`config.mk`:
```
export PLATFORM = sky130hd
export DESIGN_NAME = rc5_key_expander
export DESIGN_NICKNAME = d
export VERILOG_FILES = /design/src/rtl/rc5_key_expander.sv
export SDC_FILE = /design/constraint.sdc
export NUM_CORES = 2
export LEC_CHECK = 0
export BUFFER_PORTS_ARGS = -buffer_cell sky130_fd_sc_hd__buf_2
export CORE_ASPECT_RATIO = 0.6
export CORE_MARGIN = 8
export CORE_UTILIZATION = 55
export DETAILED_ROUTE_END_ITERATION = 12
export GPL_TIMING_DRIVEN = 0
export HOLD_SLACK_MARGIN = 0.02
export PLACE_DENSITY = 0.81
export REMOVE_ABC_BUFFERS = 1
export SLEW_MARGIN = 15
export SYNTH_ARGS = -nofsm -noshare
export SYNTH_HDL_FRONTEND = slang
export SYNTH_SLANG_ARGS = --single-unit
export TNS_END_PERCENT = 20
```
`constraint.sdc`:
```
create_clock -name clk -period 16.91 [get_ports clk]
set_clock_uncertainty 0.05 [all_clocks]
set_input_delay 2.5365 -clock clk [delete_from_list [all_inputs] [get_ports clk]]
set_output_delay 2.5365 -clock clk [all_outputs]
set_load 0.02 [all_outputs]
```
`src/rtl/rc5_key_expander.sv`:
```
// RC5 key-schedule engine: loads key bytes, then expands them into the S table
// through the LOAD_L, INIT_S and MIX phases. It has a start/busy/done handshake
// and a registered S read port.
module rc5_key_expander #(
    parameter int W = 16,
    parameter int B = 16,
    parameter int R = 12,
    parameter logic [W-1:0] PW = 16'hb7e1,
    parameter logic [W-1:0] QW = 16'h9e37,
    localparam int U  = W / 8,
    localparam int C  = ((B + U - 1) / U < 1) ? 1 : (B + U - 1) / U,
    localparam int T  = 2 * (R + 1),
    localparam int N  = 3 * ((T > C) ? T : C),
    localparam int KA = (B > 1) ? $clog2(B) : 1,
    localparam int SA = $clog2(T)
) (
    input  logic          clk,
    input  logic          rst,
    input  logic [7:0]    iKey_sub_i,
    input  logic [KA-1:0] iKey_address,
    input  logic          iWen,
    input  logic          iStart,
    input  logic [SA-1:0] iS_address,
    output logic [W-1:0]  oS,
    output logic          oBusy,
    output logic          oDone
);

    localparam int LA = (C > 1) ? $clog2(C) : 1;
    localparam int RW = $clog2(W);
    localparam int NW = $clog2(N + 1);

    typedef enum logic [2:0] {
        IDLE,
        LOAD_L,
        INIT_S,
        MIX,
        DONE
    } StateT;

    StateT state;
    StateT nextState;

    logic [7:0]    keyMem [B];
    logic [W-1:0]  lMem   [C];
    logic [W-1:0]  sTable [T];
    logic [W-1:0]  accA;
    logic [W-1:0]  accB;
    logic [SA-1:0] sIdx;
    logic [LA-1:0] lIdx;
    logic [KA-1:0] byteCnt;
    logic [NW-1:0] mixCnt;
    logic [W-1:0]  initVal;

    logic [LA-1:0] loadIdx;
    logic [W-1:0]  loadWord;
    logic [W-1:0]  mixA;
    logic [W-1:0]  mixB;

    function automatic logic [W-1:0] rotl(input logic [W-1:0] x, input logic [RW-1:0] s);
        return (x << s) | (x >> (W - int'(s)));
    endfunction

    // State register; reset aborts any run in progress without a done pulse.
    always_ff @(posedge clk or negedge rst) begin
        if (!rst) begin
            state <= IDLE;
        end else begin
            state <= nextState;
        end
    end

    // Phase sequencing: each phase ends when its own counter reaches its last value.
    always_comb begin
        nextState = state;
        case (state)
            IDLE:    if (iStart) nextState = LOAD_L;
            LOAD_L:  if (byteCnt == '0) nextState = INIT_S;
            INIT_S:  if (sIdx == SA'(T - 1)) nextState = MIX;
            MIX:     if (mixCnt == NW'(N - 1)) nextState = DONE;
            DONE:    nextState = IDLE;
            default: nextState = IDLE;
        endcase
    end

    // One key-schedule step per cycle: byte packing into L, and the full A/B mixing chain.
    always_comb begin
        loadIdx  = LA'(32'(byteCnt) / U);
        loadWord = (lMem[loadIdx] << 8) + W'(keyMem[byteCnt]);
        mixA     = rotl(sTable[sIdx] + accA + accB, RW'(3));
        mixB     = rotl(lMem[lIdx] + mixA + accB, RW'(mixA + accB));
    end

    // Key storage, L/S tables, accumulators and indices, updated per phase.
    always_ff @(posedge clk or negedge rst) begin
        if (!rst) begin
            for (int x = 0; x < B; x++) keyMem[x] <= '0;
            for (int x = 0; x < C; x++) lMem[x] <= '0;
            for (int x = 0; x < T; x++) sTable[x] <= '0;
            accA    <= '0;
            accB    <= '0;
            sIdx    <= '0;
            lIdx    <= '0;
            byteCnt <= '0;
            mixCnt  <= '0;
            initVal <= '0;
        end else begin
            if (state == IDLE && iWen && (32'(iKey_address) < 32'(B))) begin
                keyMem[iKey_address] <= iKey_sub_i;
            end
            case (state)
                IDLE: begin
                    if (iStart) begin
                        for (int x = 0; x < C; x++) lMem[x] <= '0;
                        byteCnt <= KA'(B - 1);
                        accA    <= '0;
                        accB    <= '0;
                        sIdx    <= '0;
                        lIdx    <= '0;
                        mixCnt  <= '0;
                        initVal <= PW;
                    end
                end
                LOAD_L: begin
                    lMem[loadIdx] <= loadWord;
                    byteCnt       <= byteCnt - KA'(1);
                end
                INIT_S: begin
                    sTable[sIdx] <= initVal;
                    initVal      <= initVal + QW;
                    sIdx         <= (sIdx == SA'(T - 1)) ? '0 : sIdx + SA'(1);
                end
                MIX: begin
                    sTable[sIdx] <= mixA;
                    lMem[lIdx]   <= mixB;
                    accA         <= mixA;
                    accB         <= mixB;
                    sIdx         <= (sIdx == SA'(T - 1)) ? '0 : sIdx + SA'(1);
                    lIdx         <= (lIdx == LA'(C - 1)) ? '0 : lIdx + LA'(1);
                    mixCnt       <= mixCnt + NW'(1);
                end
                default: begin
                end
            endcase
        end
    end

    // Registered S read port; addresses past the table read as zero.
    always_ff @(posedge clk or negedge rst) begin
        if (!rst) begin
            oS <= '0;
        end else begin
            oS <= (32'(iS_address) < 32'(T)) ? sTable[iS_address] : '0;
        end
    end

    assign oBusy = (state == LOAD_L) || (state == INIT_S) || (state == MIX);
    assign oDone = (state == DONE);

endmodule
```
==> key figures <==
Status
  • Status: finished, final reports clean

Synthesis
  • Synth async-reset ratio: 1.000
  • Mux share of post-synthesis cell area: 0.1933
  • EDFF count, synth: 0
  • Post-Synth Simple-Gate Area: 0.1006
  • Synth cell count leaders: dfrtp_1 (758), nand2_1 (584), o21ai_0 (526), clkbuf_1 (258), mux4_2 (215)
  • Count leader, synth: dfrtp_1
  • Post-synthesis instance total: 3829
  • Cell variety after synth: 74
  • Post-Synth XOR/XNOR Area: 0.006151
  • Synth Register Bits: 758
  • YS warnings: 0
  • Top-area cell type share of the netlist area: 0.4639
  • Compound-Gate Fraction of Synth Area: 0.1735
  • Largest family of logic cells by synthesized area: multiplexers
  • Top area cells in the synthesized netlist: dfrtp_1 (46%), mux4_2 (12%), o21ai_0 (6.4%)
  • Cell taking the most area after synthesis: dfrtp_1
  • Avg Cell Area, Syn: 10.68 um2
  • Adder-cell area share of the yosys netlist: 0.02993
  • Post-synth top flop: dfrtp_1
  • Mapped Area: 0.04088 mm2
  • Seq/Total Area, Yosys: 0.4639

Worst setup path
  • FF-to-FF Start: sIdx[3]
  • CP max-delay cell: fa_1
  • Worst EP required: 17360 ps
  • Startpoint class of the critical path: register
  • Crit. End Element: register
  • Most frequent CP cell: inv_1
  • Crit path max fanout: 27
  • Register-to-Register Path Depth: 27
  • FF-to-FF End: lMem[105]
  • Worst Path Arrival: 12530 ps
  • Worst reg2reg setup slack: 4830 ps
  • Crit Path Category: register to register
  • Slowest stage delay, CP: 1210 ps

Layout
  • Final net count: 3773
  • Fin util: 0.6072
  • ANT cells: 0
  • Fillers: 5622
  • Area grow syn2layout: 9.316%
  • Share of layout cells above drive strength 1: 0.1799

Routing
  • DRC Markers: 0
  • Drt first pass iters: 11
  • Via density: 7.188
  • Routed vias: 33860
  • Wire per inst: 27.25 um
  • Iter 0 DRT Violations: 5970
  • Final wirelength: 128.4 mm
  • Antenna Nets Post-Route: 0

Clock tree
  • Reg clk slew, reported paths: 70 ps
  • Htree depth: 3
  • Clock Sinks: 758
  • Clock Latency Late Sink: 660 ps
  • Setup repair bufs after CTS: 0
  • Post-cts resize count: 0
  • Clk Tree Root Cell: clkbuf_16
  • CTS Buf Count: 71
  • CTS Hold Bufs: 0
  • CTS max path bufs: 3
  • TritonCTS clock tree: yes

STA
  • Slew @ Worst Pin: 1261 ps
  • Setup TNS: 0 ps
  • Final slew viol count: 0
  • Slew headroom: 0.1570
  • Final Hold Violating Endpoints: 0
  • Min Tclk post-route: 12080 ps
  • Final setup fails: 0
  • Period utilisation layout: 0.7141
  • RSZ-0062 raised after global routing: no
  • Fmax: 0.08281 GHz

GRT
  • GRT Resource Usage Total: 0.3020
  • Largest net degree at the start of global routing: 108
  • Vias in the first global route: 33080
  • Initial antenna violation count: 4
  • Layer with the highest usage: met1
  • GR met3 Demand/Resource: 0.1465
  • Met2 Track Usage GR: 0.4094
  • Grt ovf: 0
  • Met1 global-route usage: 0.4243
  • First-pass GRT wire length: 197.8 mm

Hold path
  • Hold path endpoint: lMem[90]
  • Worst min path class: register to register
  • Hold path cells: 2
  • Hold Startpoint: lMem[90]

Place
  • IO Port Bufs: 38
  • Placer congestion estimate: 0.9747
  • Final HPWL from detailed placement: 84.95 mm

Floorplanning
  • Die area: 0.08360 mm2
  • Io pins: 39
  • Core Area: 0.07361 mm2
  • Die extent in y: 227.2 um
  • Initial Util: 0.5554
  • Die Wd: 368.0 um
  • Row count: 77

Flow run
  • Max-cap viol count: 0
## area by class of cell
class                   instances  area (um2)  share of cell area
clock inverters                24       325.3            0.007279
repair buffers                 83        1030             0.02304
multi-input cells            2722       20930              0.4682
well taps                     987        1235             0.02763
inverters                      38       142.6            0.003191
clock buffers                  99        2053             0.04594
flip-flops and latches        758       18980              0.4247
## worst max-delay path by stage
stage | startpoint | end | slack, ps | cells after the start
global route | sIdx[3] | lMem[105] | 4710 | 27
finish | sIdx[3] | lMem[105] | 4830 | 27
floorplan | sIdx[0] | lMem[121] | 5060 | 26
global placement | rst | sTable[350] | -2720 | 1
CTS | sIdx[3] | lMem[105] | 5570 | 27
detailed placement | sIdx[3] | lMem[105] | 5790 | 27
## metrics by stage
step	setup WS [ps]	instances	hold WS, ps	area, um2
2_1_floorplan	5056	3518	394.9	39700
3_3_place_gp	-2719	4543	406.4	41120
3_5_place_dp	5794	4588	423.6	42260
4_1_cts	5570	4711	440.5	44640
5_1_grt	4710	4711	451.4	44690
6_report	4835	4711	441.4	44690
## layout by cell type, fill, tap and decap left out, types with 17 or more instances in the layout
master,Yosys,layout
mux4_2,215,215
o221ai_1,60,59
nor2_1,193,186
mux2i_1,118,109
a22oi_1,113,113
nand2_1,584,563
a21oi_1,121,116
a22o_1,32,32
inv_1,34,32
mux2_2,167,167
dfrtp_1,758,753
nand2_2,0,21
nand3_1,43,39
and2_1,19,18
fa_1,33,33
nor3_1,26,20
o22ai_1,87,87
a31oi_1,26,25
o21ai_0,526,526
a221o_1,27,27
buf_2,13,35
a211oi_1,21,17
ha_1,45,44
clkbuf_16,0,72
## cell families after synthesis
logic type	after synthesis
compound gates	1140
xor+xnor	27
fa+ha+maj	78
buf+inv	349
flops	758
mux	500
simple gates	977
## critical path: cells and delay by family, from the launching register on
kind,cells,cell delay (ps)
muxes,1,300
and+or+nand+nor,8,3820
DFF,1,1100
AOI/OAI and AO/OA,8,2350
buffers and inverters,4,760
adders and majority gates,6,3490
## registers in the layout, summed over array words and instances (netlist names), 4 cells and up
| register | count |
|---|---|
| accA | 16 |
| accB | 16 |
| byteCnt | 4 |
| initVal | 16 |
| keyMem | 128 |
| lMem | 128 |
| mixCnt | 7 |
| oS | 16 |
| sIdx | 5 |
| sTable | 416 |
## routing by layer
layer / vias up / share of wire / routed length [um]
met5: - / 0.00032 / 41
met4: 6 / 0.036 / 4571
met3: 512 / 0.17 / 22160
met2: 2693 / 0.40 / 51650
met1: 16730 / 0.39 / 49960
li1: 13920 / - / -
Power is not shown: default switching activity piles up to over one toggle a cycle in this logic, so the estimate is an artifact.
